--- config.mk ---
export PLATFORM = sky130hd
export DESIGN_NAME = rgbw_srx
export DESIGN_NICKNAME = d
export VERILOG_FILES = /design/src/rtl/rgbw_srx.sv
export SDC_FILE = /design/constraint.sdc
export NUM_CORES = 1
export LEC_CHECK = 0
export BUFFER_PORTS_ARGS = -buffer_cell sky130_fd_sc_hd__buf_2
export CAP_MARGIN = 20
export CORE_UTILIZATION = 39
export CTS_BUF_LIST = sky130_fd_sc_hd__clkbuf_2 sky130_fd_sc_hd__clkbuf_4 sky130_fd_sc_hd__clkbuf_8
export DETAILED_ROUTE_END_ITERATION = 7
export PLACE_DENSITY = 0.64
export SLEW_MARGIN = 30
export SYNTH_ARGS = -nofsm -noshare
export SYNTH_HDL_FRONTEND = slang
export SYNTH_SLANG_ARGS = --single-unit
--- constraint.sdc ---
create_clock -name clk -period 3.2 [get_ports clk]
set_input_delay 0.8 -clock clk [delete_from_list [all_inputs] [get_ports clk]]
set_output_delay 0.8 -clock clk [all_outputs]
set_load 0.005 [all_outputs]
--- src/rtl/rgbw_srx.sv ---
// rgbw_srx: SK6812RGBW single-wire stream receiver.
// Recovers bits from high-pulse widths, packs them MSB-first into words and
// flags the long-low stream reset. Decoding starts only after a stream reset.
// Ports:
//   clk, rst          system clock, asynchronous active-high reset
//   sig               serial line, asynchronous to clk
//   out_word          last completed word (first bit received in the MSB)
//   out_strobe        one-clock pulse when out_word updates
//   out_stream_reset  one-clock pulse on stream reset detection
//   out_err           one-clock pulse on protocol error
//   out_synced        high while decoding is enabled
module rgbw_srx #(
  parameter int unsigned SAMPLE_TIME_CLKS  = 30,
  parameter int unsigned STREAM_RESET_CLKS = 4800,
  parameter int unsigned MAX_HIGH_CLKS     = 100,
  parameter int unsigned COUNTER_MAX       = 7800,
  parameter int unsigned WORD_BITS         = 32
) (
  input  logic                 clk,
  input  logic                 rst,
  input  logic                 sig,
  output logic [WORD_BITS-1:0] out_word,
  output logic                 out_strobe,
  output logic                 out_stream_reset,
  output logic                 out_err,
  output logic                 out_synced
);

  localparam int unsigned CW = $clog2(COUNTER_MAX + 1);
  localparam int unsigned BW = $clog2(WORD_BITS + 1);

  typedef enum logic [1:0] {WAIT_RST, LOW, HIGH} state_t;

  state_t               state, state_nxt;
  logic                 s1, s2, s3;
  logic [CW-1:0]        cnt;
  logic [BW-1:0]        bit_cnt;
  logic [WORD_BITS-2:0] shreg;

  logic rise_c, fall_c, low_reset_c, high_err_c, bit_val_c, last_bit_c;
  logic sr_c, err_c, shift_c, clr_c;

  // Synchronizer plus delay flop for edge detection
  always_ff @(posedge clk or posedge rst) begin
    if (rst) begin
      s1 <= 1'b0;
      s2 <= 1'b0;
      s3 <= 1'b0;
    end else begin
      s1 <= sig;
      s2 <= s1;
      s3 <= s2;
    end
  end

  assign rise_c = s2 & ~s3;
  assign fall_c = ~s2 & s3;

  // Run-length of the current s2 level, saturating
  always_ff @(posedge clk or posedge rst) begin
    if (rst) begin
      cnt <= '0;
    end else if (rise_c || fall_c) begin
      cnt <= CW'(1);
    end else if (cnt != CW'(COUNTER_MAX)) begin
      cnt <= cnt + CW'(1);
    end
  end

  // On a fall cycle cnt still holds the completed high width, so it is the
  // measured value for both the bit decision and the over-long check.
  assign low_reset_c = ~s2 & ~fall_c & (cnt == CW'(STREAM_RESET_CLKS));
  assign high_err_c  = (cnt >= CW'(MAX_HIGH_CLKS));
  assign bit_val_c   = (cnt >= CW'(SAMPLE_TIME_CLKS));
  assign last_bit_c  = (bit_cnt == BW'(WORD_BITS - 1));

  // State register
  always_ff @(posedge clk or posedge rst) begin
    if (rst) state <= WAIT_RST;
    else     state <= state_nxt;
  end

  // Next-state logic
  always_comb begin
    state_nxt = state;
    unique case (state)
      WAIT_RST: if (low_reset_c) state_nxt = LOW;
      LOW:      if (rise_c) state_nxt = HIGH;
      HIGH: begin
        if (high_err_c)  state_nxt = WAIT_RST;
        else if (fall_c) state_nxt = LOW;
      end
      default:  state_nxt = WAIT_RST;
    endcase
  end

  // Decode actions for the datapath
  always_comb begin
    sr_c    = 1'b0;
    err_c   = 1'b0;
    shift_c = 1'b0;
    clr_c   = 1'b0;
    unique case (state)
      WAIT_RST: sr_c = low_reset_c;
      LOW: begin
        if (!rise_c && low_reset_c) begin
          sr_c = 1'b1;
          if (bit_cnt != '0) begin
            err_c = 1'b1;
            clr_c = 1'b1;
          end
        end
      end
      HIGH: begin
        if (high_err_c) begin
          err_c = 1'b1;
          clr_c = 1'b1;
        end else if (fall_c) begin
          shift_c = 1'b1;
        end
      end
      default: ;
    endcase
  end

  // Shift register, bit counter and registered outputs
  always_ff @(posedge clk or posedge rst) begin
    if (rst) begin
      shreg            <= '0;
      bit_cnt          <= '0;
      out_word         <= '0;
      out_strobe       <= 1'b0;
      out_stream_reset <= 1'b0;
      out_err          <= 1'b0;
      out_synced       <= 1'b0;
    end else begin
      out_strobe       <= 1'b0;
      out_stream_reset <= sr_c;
      out_err          <= err_c;
      out_synced       <= (state_nxt != WAIT_RST);
      if (clr_c) begin
        shreg   <= '0;
        bit_cnt <= '0;
      end else if (shift_c) begin
        if (last_bit_c) begin
          out_word   <= {shreg, bit_val_c};
          out_strobe <= 1'b1;
          shreg      <= '0;
          bit_cnt    <= '0;
        end else begin
          shreg   <= {shreg[WORD_BITS-3:0], bit_val_c};
          bit_cnt <= bit_cnt + BW'(1);
        end
      end
    end
  end

endmodule
# ---- Word-level counts from Yosys, hierarchy flattened
# Cells that the tools add are included.
dict set report totals {
  reg_bits 91
  input_bits 3
  output_inout_bits 36
  elab_cells 63
}
dict set report classes {
  add_sub_neg 2
  magnitude_cmp 2
  n_eq_ne 5
  n_mux 25
  bitwise 8
  n_reduce_logical 9
}
# cell count
set ops {}
lappend ops {{two-way mux 31 bit} 3}
lappend ops {{two-way mux 13 bit} 2}
lappend ops {{two-way mux 6 bit} 3}
lappend ops {{adder 13 x 1 -> 13 bit, second input constant} 1}
lappend ops {{== test 13 bit, second input constant} 1}
lappend ops {{greater-or-equal comparator 13 x 5 -> 1 bit, second input constant} 1}
lappend ops {{greater-or-equal comparator 13 x 7 -> 1 bit, second input constant} 1}
lappend ops {{inequality test 13 bit, second input constant} 1}
lappend ops {{two-way mux 1 bit} 10}
lappend ops {{two-way mux 2 bit} 4}
lappend ops {{adder 6 x 1 -> 6 bit, second input constant} 1}
lappend ops {{== test 6 x 5 -> 1 bit, second input constant} 1}
lappend ops {{one-hot mux 2 bit (3 select lines)} 1}
lappend ops {{nonzero test 2 bit} 3}
lappend ops {{nonzero test 6 bit} 1}
lappend ops {{AND 1 bit} 4}
lappend ops {{inverter 1 bit} 4}
lappend ops {{one-hot mux 1 bit (2 select lines)} 2}
lappend ops {{AND reduction 3 bit} 1}
lappend ops {{== test 2 x 1 -> 1 bit, second input constant} 1}
lappend ops {{== test 2 bit, second input constant} 1}
lappend ops {{logical NOT 2 bit} 1}
lappend ops {{logical AND 1 bit} 1}
lappend ops {{logical NOT 1 bit} 1}
lappend ops {{logical OR 1 bit} 1}

# ---- Longest topological paths before layout
# Gate-level depths: netlist of the first run.
dict set report depth {
  word_depth 10
  ltp_mapped 8
  ltp_nobuf 6
}

# ---- Worst setup path after synthesis of the first run
# No wires, ideal clock.
dict set report synth_timing {
  path_kind {register -> register}
  from {register cnt[7]}
  to {register out_word[10]}
  setup_ps 125
  arrival_ps 1700
  required_ps 3075
  path_slack_ps 1374
  path_stages_with_launch 8
  path_buffers 3
  synth_period_minus_slack_ps 1826
  path_cell_list {dfrtp_1 > buf_6 > nor4_4 > and4_1 > buf_4 > nand2_4 > buf_6 > mux2_4}
}
dict set report synth_between {
  elab_chain_cells 7
  word_cells_on_any_way 11
  classes_between {order compare (1); eq/ne (1); mux (5); bitwise (2); reduce/logical (2)}
}
# item line_no
set synth_lines {}
lappend synth_lines {{from (decl)} 36} ;# logic [CW-1:0] cnt;
lappend synth_lines {{from (signal assigned)} 66} ;# cnt <= cnt + CW'(1);
lappend synth_lines {{branches (longest 6 deep; another with greater-or-equal comparator 13 x 7 -> 1 bit)} -}
lappend synth_lines {{AND reduction 3 bit (no line) *} -}
lappend synth_lines {{to (signal assigned)} 146} ;# out_word <= {shreg, bit_val_c};
lappend synth_lines {{to (decl)} 22} ;# output logic [WORD_BITS-1:0] out_word,
# Mark *: on every way between the ends.
# A chain may end at the register's enable or synchronous reset.

# ---- Worst setup path after layout of the first run
dict set report layout_timing {
  from {register cnt[2]}
  to {register bit_cnt[3]}
}
dict set report layout_between {
  elab_chain_cells 6
  word_cells_on_any_way 11
  classes_between {order compare (1); eq/ne (1); mux (6); bitwise (1); reduce/logical (2)}
}
# item line_no
set layout_lines {}
lappend layout_lines {{branches (longest 6 deep; another with greater-or-equal comparator 13 x 7 -> 1 bit)} -}
lappend layout_lines {{to (signal assigned)} 152} ;# bit_cnt <= bit_cnt + BW'(1);
lappend layout_lines {{to (decl)} 37} ;# logic [BW-1:0] bit_cnt;
# Several ways; the timed one is not identified.

==> results.ini, run 1 <==
[placed_design]
dp_hpwl_mm = 5.00
place_congestion = 0.883
io_buffers = 38

[clocking]
hold_buffers = 0
cts.path.max_buffers = 2
clk_pin_slew_worst_paths_ps = 90
clock_sinks = 91
clock_latency_ps = 360
htree_num_levels = 3
cts_inserted_buffers = 9
cts_tree = yes
cts_root_buf = clkbuf_8
postCtsSetupBuffers = 0
ctsResizeCount = 0

[logic_synthesis]
synth_compound_area_share_pct = 7.80
syn-instance-count = 376
synth_fp_nets = 390
synth_flop_cell = dfrtp_1
synthSimpleGateAreaFrac_pct = 17.3
synth-edff-count = 0
synth_xor_area_share_pct = 2.08
seq_area_frac_synth_pct = 54.0
synth_top_family_by_area = simple AND/OR/NAND/NOR gates
yosysWarnings = 0
yosys-mux-area-fraction_pct = 11.1
netlist_area_um2 = 4220
yosysUniqueCellTypes = 46
syn_area_per_cell_um2 = 11.2
yosys_register_bits = 91
async_reset_ff_share_pct = 100
synth-adder-area-share_pct = 3.26

[pwr]
power_density_nw_per_um2 = 437
pwr-share-clk_pct = 39.4
seq_power_share_pct = 57.2
p_comb_share_pct = 3.4
power_switching_uw = 494
ir_worst_vdd_mv = 0.243
cellInternalPower_uw = 1560
swShare_pct = 24.1
p_leak_uw = 0.00235

[hold_path]
hold_depth = 0
hold_class = reg -> reg
holdCritStartpoint = s1$_DFF_PP0_
hold_end = s2$_DFF_PP0_

[floorplan]
core_area_um2 = 10400
io_pins = 39
fp.dieArea_um2 = 11200
core.rowCount = 37
initial_core_util_pct = 40.5
fp.dieH_um = 106
die_w_um = 106

[cells_and_area]
register_area_um2 = 2280
final_common_cell = dfrtp_1
fillCellCount = 983
final_layout_size_suffix_gt1_share_pct = 23.6
multi_input_area_um2 = 1750
mostFrequentLayoutCells = dfrtp_1 (91), nand2_1 (40), a21oi_1 (40)
fin_util_pct = 45.0
n_antenna_cell = 0
syn2layout_area_growth_pct = 11.2
fin_nets = 420

[timing]
max_freq_mhz = 461
timing.final.crit_period_ps = 2170
clock_skew_ps = 15.8
tns_ps = 0
setup_viol = 0
slew_violations = 0
relSlewSlack_pct = 46.1
fin_crit_sh_pct = 67.7
rsz0062_at_grt = false
finalHoldViolCount = 0
tightest_slew_ps = 807

[critical_path]
endpoint_kind = register
cpLargestDelayFamily = simple AND/OR/NAND/NOR gates
start_kind = register
cp.arrival_ps = 2420
cp.depth = 5
timing_worst_setup_path_type = reg -> reg
cp_cell_sequence = or3_1, nor4_2, a41o_1, buf_4, and3b_1
rrSetupSlack_ps = 1030
worst_path_largest_cell_delay_ps = 470
path_max_fanout = 38
timing.rr.end = bit_cnt[3]$_DFFE_PP0P_
worst_ep_required_time_ps = 3460
r2r_start = cnt[2]$_DFFE_PP0P_
r2r_cells = 5
critPathBufInv = 1
slowest_stage = dfrtp_1

[global_routing]
antenna_found_initial = 0
grt_max_degree = 47
grt_pass1_wl_mm = 13.8
grt_overflow = 0
grt_use_total_pct = 15.5
first_global_vias = 2898

[drt]
dr.pass1.iters = 4
vias = 2856
drc = 0
ant_nets = 0
via_per_inst = 5.22
drt_iter0_drc = 168
wl_per_cell_um = 14.4
totalWireLength_mm = 7.88

[status]
status = finished clean

[flow_run]
maxCapViolations = 0

## cell usage after synthesis, types with 4 or more instances
| master | count | share of area (%) |
|---|---|---|
| xor2_1 | 4 | 0.83 |
| ha_1 | 11 | 3.3 |
| and3_1 | 6 | 0.89 |
| xnor2_1 | 6 | 1.2 |
| nand2_1 | 40 | 3.6 |
| nand4_1 | 5 | 0.74 |
| buf_6 | 4 | 1.1 |
| clkbuf_1 | 10 | 0.89 |
| buf_2 | 5 | 0.59 |
| nor2_1 | 15 | 1.3 |
| o21ai_0 | 7 | 0.83 |
| buf_4 | 4 | 0.71 |
| nand3_1 | 38 | 4.5 |
| dfrtp_1 | 91 | 54 |
| inv_1 | 13 | 1.2 |
| mux2_4 | 29 | 10 |
| a21oi_1 | 40 | 4.7 |
| or3_1 | 4 | 0.59 |
## through the flow
step	setup slack (ps)	hold WS, ps	instances	power, uW	instance area (um^2)
3_5_place_dp	1070	343	531	1270	4490
3_3_place_gp	1060	340	531	1270	4490
5_1_grt	844	381	547	2130	4690
2_1_floorplan	36.4	331	376	1250	4220
6_report	1030	359	547	2050	4690
4_1_cts	1050	363	547	2080	4690
## power groups by stage
stage | sequential (uW) | clock [uW] | combinational, uW
6_report | 1170 | 808 | 70.0
3_3_place_gp | 1200 | 0 | 70.6
5_1_grt | 1180 | 873 | 82.5
3_5_place_dp | 1200 | 0 | 72.8
2_1_floorplan | 1190 | 0 | 52.2
4_1_cts | 1170 | 834 | 72.9
## layout make-up
| type | instances | area share (%) |
|---|---|---|
| Sequential cell | 91 | 48.5 |
| Multi-Input combinational cell | 248 | 37.3 |
| Timing Repair Buffer | 43 | 5.12 |
| Tap cell | 136 | 3.63 |
| Clock buffer | 10 | 2.80 |
| Clock inverter | 6 | 1.52 |
| Inverter | 13 | 1.07 |
## sequential cells by signal, summed over array words and instances (netlist names)
| register | count |
|---|---|
| cnt | 13 |
| shreg | 31 |
| out_strobe | 1 |
| out_err | 1 |
| out_synced | 1 |
| state | 2 |
| s1 | 1 |
| out_stream_reset | 1 |
| s2 | 1 |
| s3 | 1 |
| out_word | 32 |
| bit_cnt | 6 |
## layer usage
layer  up-vias  share of wire [%]  wire (um)  GRT usage [%]
met5         -                  0          0              0
met2        53                 47       3680           25.2
met1      1428                 49       3840           20.2
met4         0                1.0         80           5.36
li1       1369                  -          -              -
met3         6                3.5        279           3.68
## worst register-to-register path, delay by kind of cell (launching register included)
| family | cells | cell delay [ps] |
|---|---|---|
| AOI/OAI and AO/OA | 1 | 220 |
| DFF | 1 | 470 |
| buffers and inverters | 1 | 360 |
| and+or+nand+nor | 3 | 1020 |
## worst max-delay path by stage
stage	start	to
2_1_floorplan	rst	bit_cnt[0]$_DFFE_PP0P_
3_3_place_gp	cnt[1]$_DFFE_PP0P_	bit_cnt[3]$_DFFE_PP0P_
3_5_place_dp	state[0]$_DFF_PP0_	out_word[31]$_DFFE_PP0P_
4_1_cts	cnt[1]$_DFFE_PP0P_	bit_cnt[3]$_DFFE_PP0P_
5_1_grt	cnt[1]$_DFFE_PP0P_	bit_cnt[3]$_DFFE_PP0P_
6_report	cnt[2]$_DFFE_PP0P_	bit_cnt[3]$_DFFE_PP0P_
## cells by family (layout without fill, tap and decap cells)
logic type | Yosys count | in the layout
compound gates | 57 | 57
simple gates | 138 | 138
flops | 91 | 91
fa+ha+maj | 11 | 11
buf+inv | 37 | 72
xor+xnor | 10 | 10
mux | 32 | 32
Power figures use the tool's default switching activity.
==> run 2: changes to the inputs <==
Settings changed: ABC_AREA set to 1, PLACE_DENSITY 0.64 to 0.62.
Clock period 3.2 ns to 2.1 ns, I/O delays scaled along.
==> run 2 against run 1 <==
  * Combinational power up 79%
  * Sequential power up 52%
  * First-iteration DRC count up 7.1%
  * Via count up 20%
  * Synthesized cell count up 49%
  * Die area up 3.5%
  * Worst hold slack worse by 190 ps
  * Clock skew down 3.8 ps
  * Routed wire length up 4.3%
  * Critical endpoint is now shreg[8]$_DFFE_PP0P_
  * Largest power group unchanged
==> results.ini, run 2 <==
[global_routing]
first_global_vias = 3311
grt_use_total_pct = 15.7
grt_max_degree = 68
antenna_found_initial = 0
grt_pass1_wl_mm = 14.5
grt_overflow = 0

[critical_path]
worst_ep_required_time_ps = 2360
slowest_stage = dfrtp_1
timing.rr.end = shreg[8]$_DFFE_PP0P_
worst_path_largest_cell_delay_ps = 420
start_kind = register
timing_worst_setup_path_type = reg -> reg
r2r_start = cnt[0]$_DFFE_PP0P_
r2r_cells = 12
cpLargestDelayFamily = simple AND/OR/NAND/NOR gates
endpoint_kind = register
critPathBufInv = 3
cp_cell_sequence = inv_1, ha_1, nand2_1, nor2_1, nand2_1, nor2_2, nand3_1, nand2_1, nand2_1, buf_4, nand2_1, inv_1
rrSetupSlack_ps = 230
cp.arrival_ps = 2130
cp_common_cell = nand2_1
path_max_fanout = 38

[logic_synthesis]
synth_fp_nets = 574
syn_area_per_cell_um2 = 7.81
yosysTopAreaCell = dfrtp_1
synth_top_area_share_pct = 52.1
netlist_area_um2 = 4370
async_reset_ff_share_pct = 100
synth_area_leaders = dfrtp_1 (52%), nand2_1 (21%), inv_1 (6.1%)
synth-edff-count = 0
seq_area_frac_synth_pct = 52.1
syn-instance-count = 560
yosys_register_bits = 91
yosysWarnings = 0
yosysUniqueCellTypes = 22
netlist_top_cells_count = nand2_1 (240), dfrtp_1 (91), inv_1 (71)
synth_flop_cell = dfrtp_1
synthMostInstantiatedCell = nand2_1

[timing]
finalHoldViolCount = 0
tns_ps = 0
slew_violations = 0
fin_crit_sh_pct = 89.3
clock_skew_ps = 12.0
fin_hold_ws_ps = 172
rsz0062_at_grt = false
max_freq_mhz = 533
tightest_slew_ps = 473
setup_viol = 0
timing.final.crit_period_ps = 1870
relSlewSlack_pct = 68.4

[cells_and_area]
final_layout_size_suffix_gt1_share_pct = 12.3
largest-register = out_word
mostFrequentLayoutCells = nand2_1 (240), dfrtp_1 (91), inv_1 (70)
largest_reg_flops = 32
fin_nets = 610
syn2layout_area_growth_pct = 10.9
n_antenna_cell = 0
reg_top3 = out_word: 32 flops, shreg: 31 flops, cnt: 13 flops
final_common_cell = nand2_1
fin_area_um2 = 4850

[floorplan]
fp.dieArea_um2 = 11600
fp.dieH_um = 108
core_area_um2 = 10900
initial_core_util_pct = 40.2
io_pins = 39
core.rowCount = 38
die_w_um = 108

[clocking]
clk_pin_slew_worst_paths_ps = 100
cts_tree = yes
clock_latency_ps = 360
hold_buffers = 0
cts_inserted_buffers = 9
clock_sinks = 91
cts.path.max_buffers = 2
cts_root_buf = clkbuf_8
htree_num_levels = 3
postCtsSetupBuffers = 0
ctsResizeCount = 0

[placed_design]
io_buffers = 38
dp_hpwl_mm = 5.56
post_dp_cell_area_um2 = 4660
place_congestion = 0.911

[pwr]
ir_worst_vdd_mv = 0.284
p_leak_uw = 0.00279
power_density_nw_per_um2 = 627

[flow_run]
maxCapViolations = 0

[drt]
drc = 0
dr.pass1.iters = 4
totalWireLength_mm = 8.22
vias = 3439
ant_nets = 0
via_per_inst = 4.64
drt_iter0_drc = 180
wl_per_cell_um = 11.1

[hold_path]
hold_class = in -> async

[status]
status = finished clean

-- run 2: changes by cell type in the layout (fill, tap and decap cells not counted), moves of 5 or more --
cell / change
a21oi_1: -31
and3_1: -6
inv_1: +58
mux2_4: -29
nand2_1: +200
nand3_1: -21
nor2_1: +15
nor2_2: +5
o21ai_0: +6
o21ai_1: +33
xnor2_1: -5
-- run 2: final cells by class --
cell class	instances	area, um^2
Fill cell	1110	6040
Multi-Input combinational cell	375	1660
Clock inverter	6	47.5
Tap cell	140	175
Sequential cell	91	2280
Timing Repair Buffer	45	268
Inverter	74	283
Clock buffer	10	138
-- run 2: report_power, final --
part           internal [uW]  switching (uW)
Combinational           35.8            88.9
Clock                    478             657
Sequential              1770            16.8
-- run 2: how the worst max path moves through the flow --
stage,from,endpoint,slack [ps],depth (start not counted)
after floorplan,cnt[0]$_DFFE_PP0P_,bit_cnt[0]$_DFFE_PP0P_,470,13
after global placement,cnt[0]$_DFFE_PP0P_,shreg[23]$_DFFE_PP0P_,250,12
after detailed placement,cnt[0]$_DFFE_PP0P_,shreg[27]$_DFFE_PP0P_,210,12
after CTS,cnt[0]$_DFFE_PP0P_,shreg[27]$_DFFE_PP0P_,200,12
after global routing,cnt[0]$_DFFE_PP0P_,bit_cnt[0]$_DFFE_PP0P_,40,12
final,cnt[0]$_DFFE_PP0P_,shreg[8]$_DFFE_PP0P_,230,12
-- run 2: routing by layer --
layer	track usage [%]	vias to the layer above	part of all wire, %
met3	2.72	9	3.4
met4	6.65	0	1.5
met1	19.8	1592	47
met2	26.3	59	48
li1	-	1779	-
met5	0	-	0
-- run 2: kinds of logic (layout without fill, tap and decap cells) --
| family | Yosys count | after routing | share of synthesized area [%] |
|---|---|---|---|
| buffers and inverters | 94 | 135 | 9.90 |
| adders and majority gates | 11 | 11 | 3.15 |
| and+or+nand+nor | 307 | 307 | 28.2 |
| AOI/OAI and AO/OA | 56 | 56 | 6.47 |
| xor gates and xnor gates | 1 | 1 | 0.200 |
| DFF | 91 | 91 | 52.1 |
-- run 2: per-stage QoR --
stage	power [uW]	instances	utilization [%]	setup WS, ps
after floorplan	1910	560	-	471
after global placement	1940	725	42.8	252
after detailed placement	1950	725	42.8	213
after CTS	3090	741	44.5	198
after global routing	3180	741	44.5	44.2
final	3040	741	44.5	225
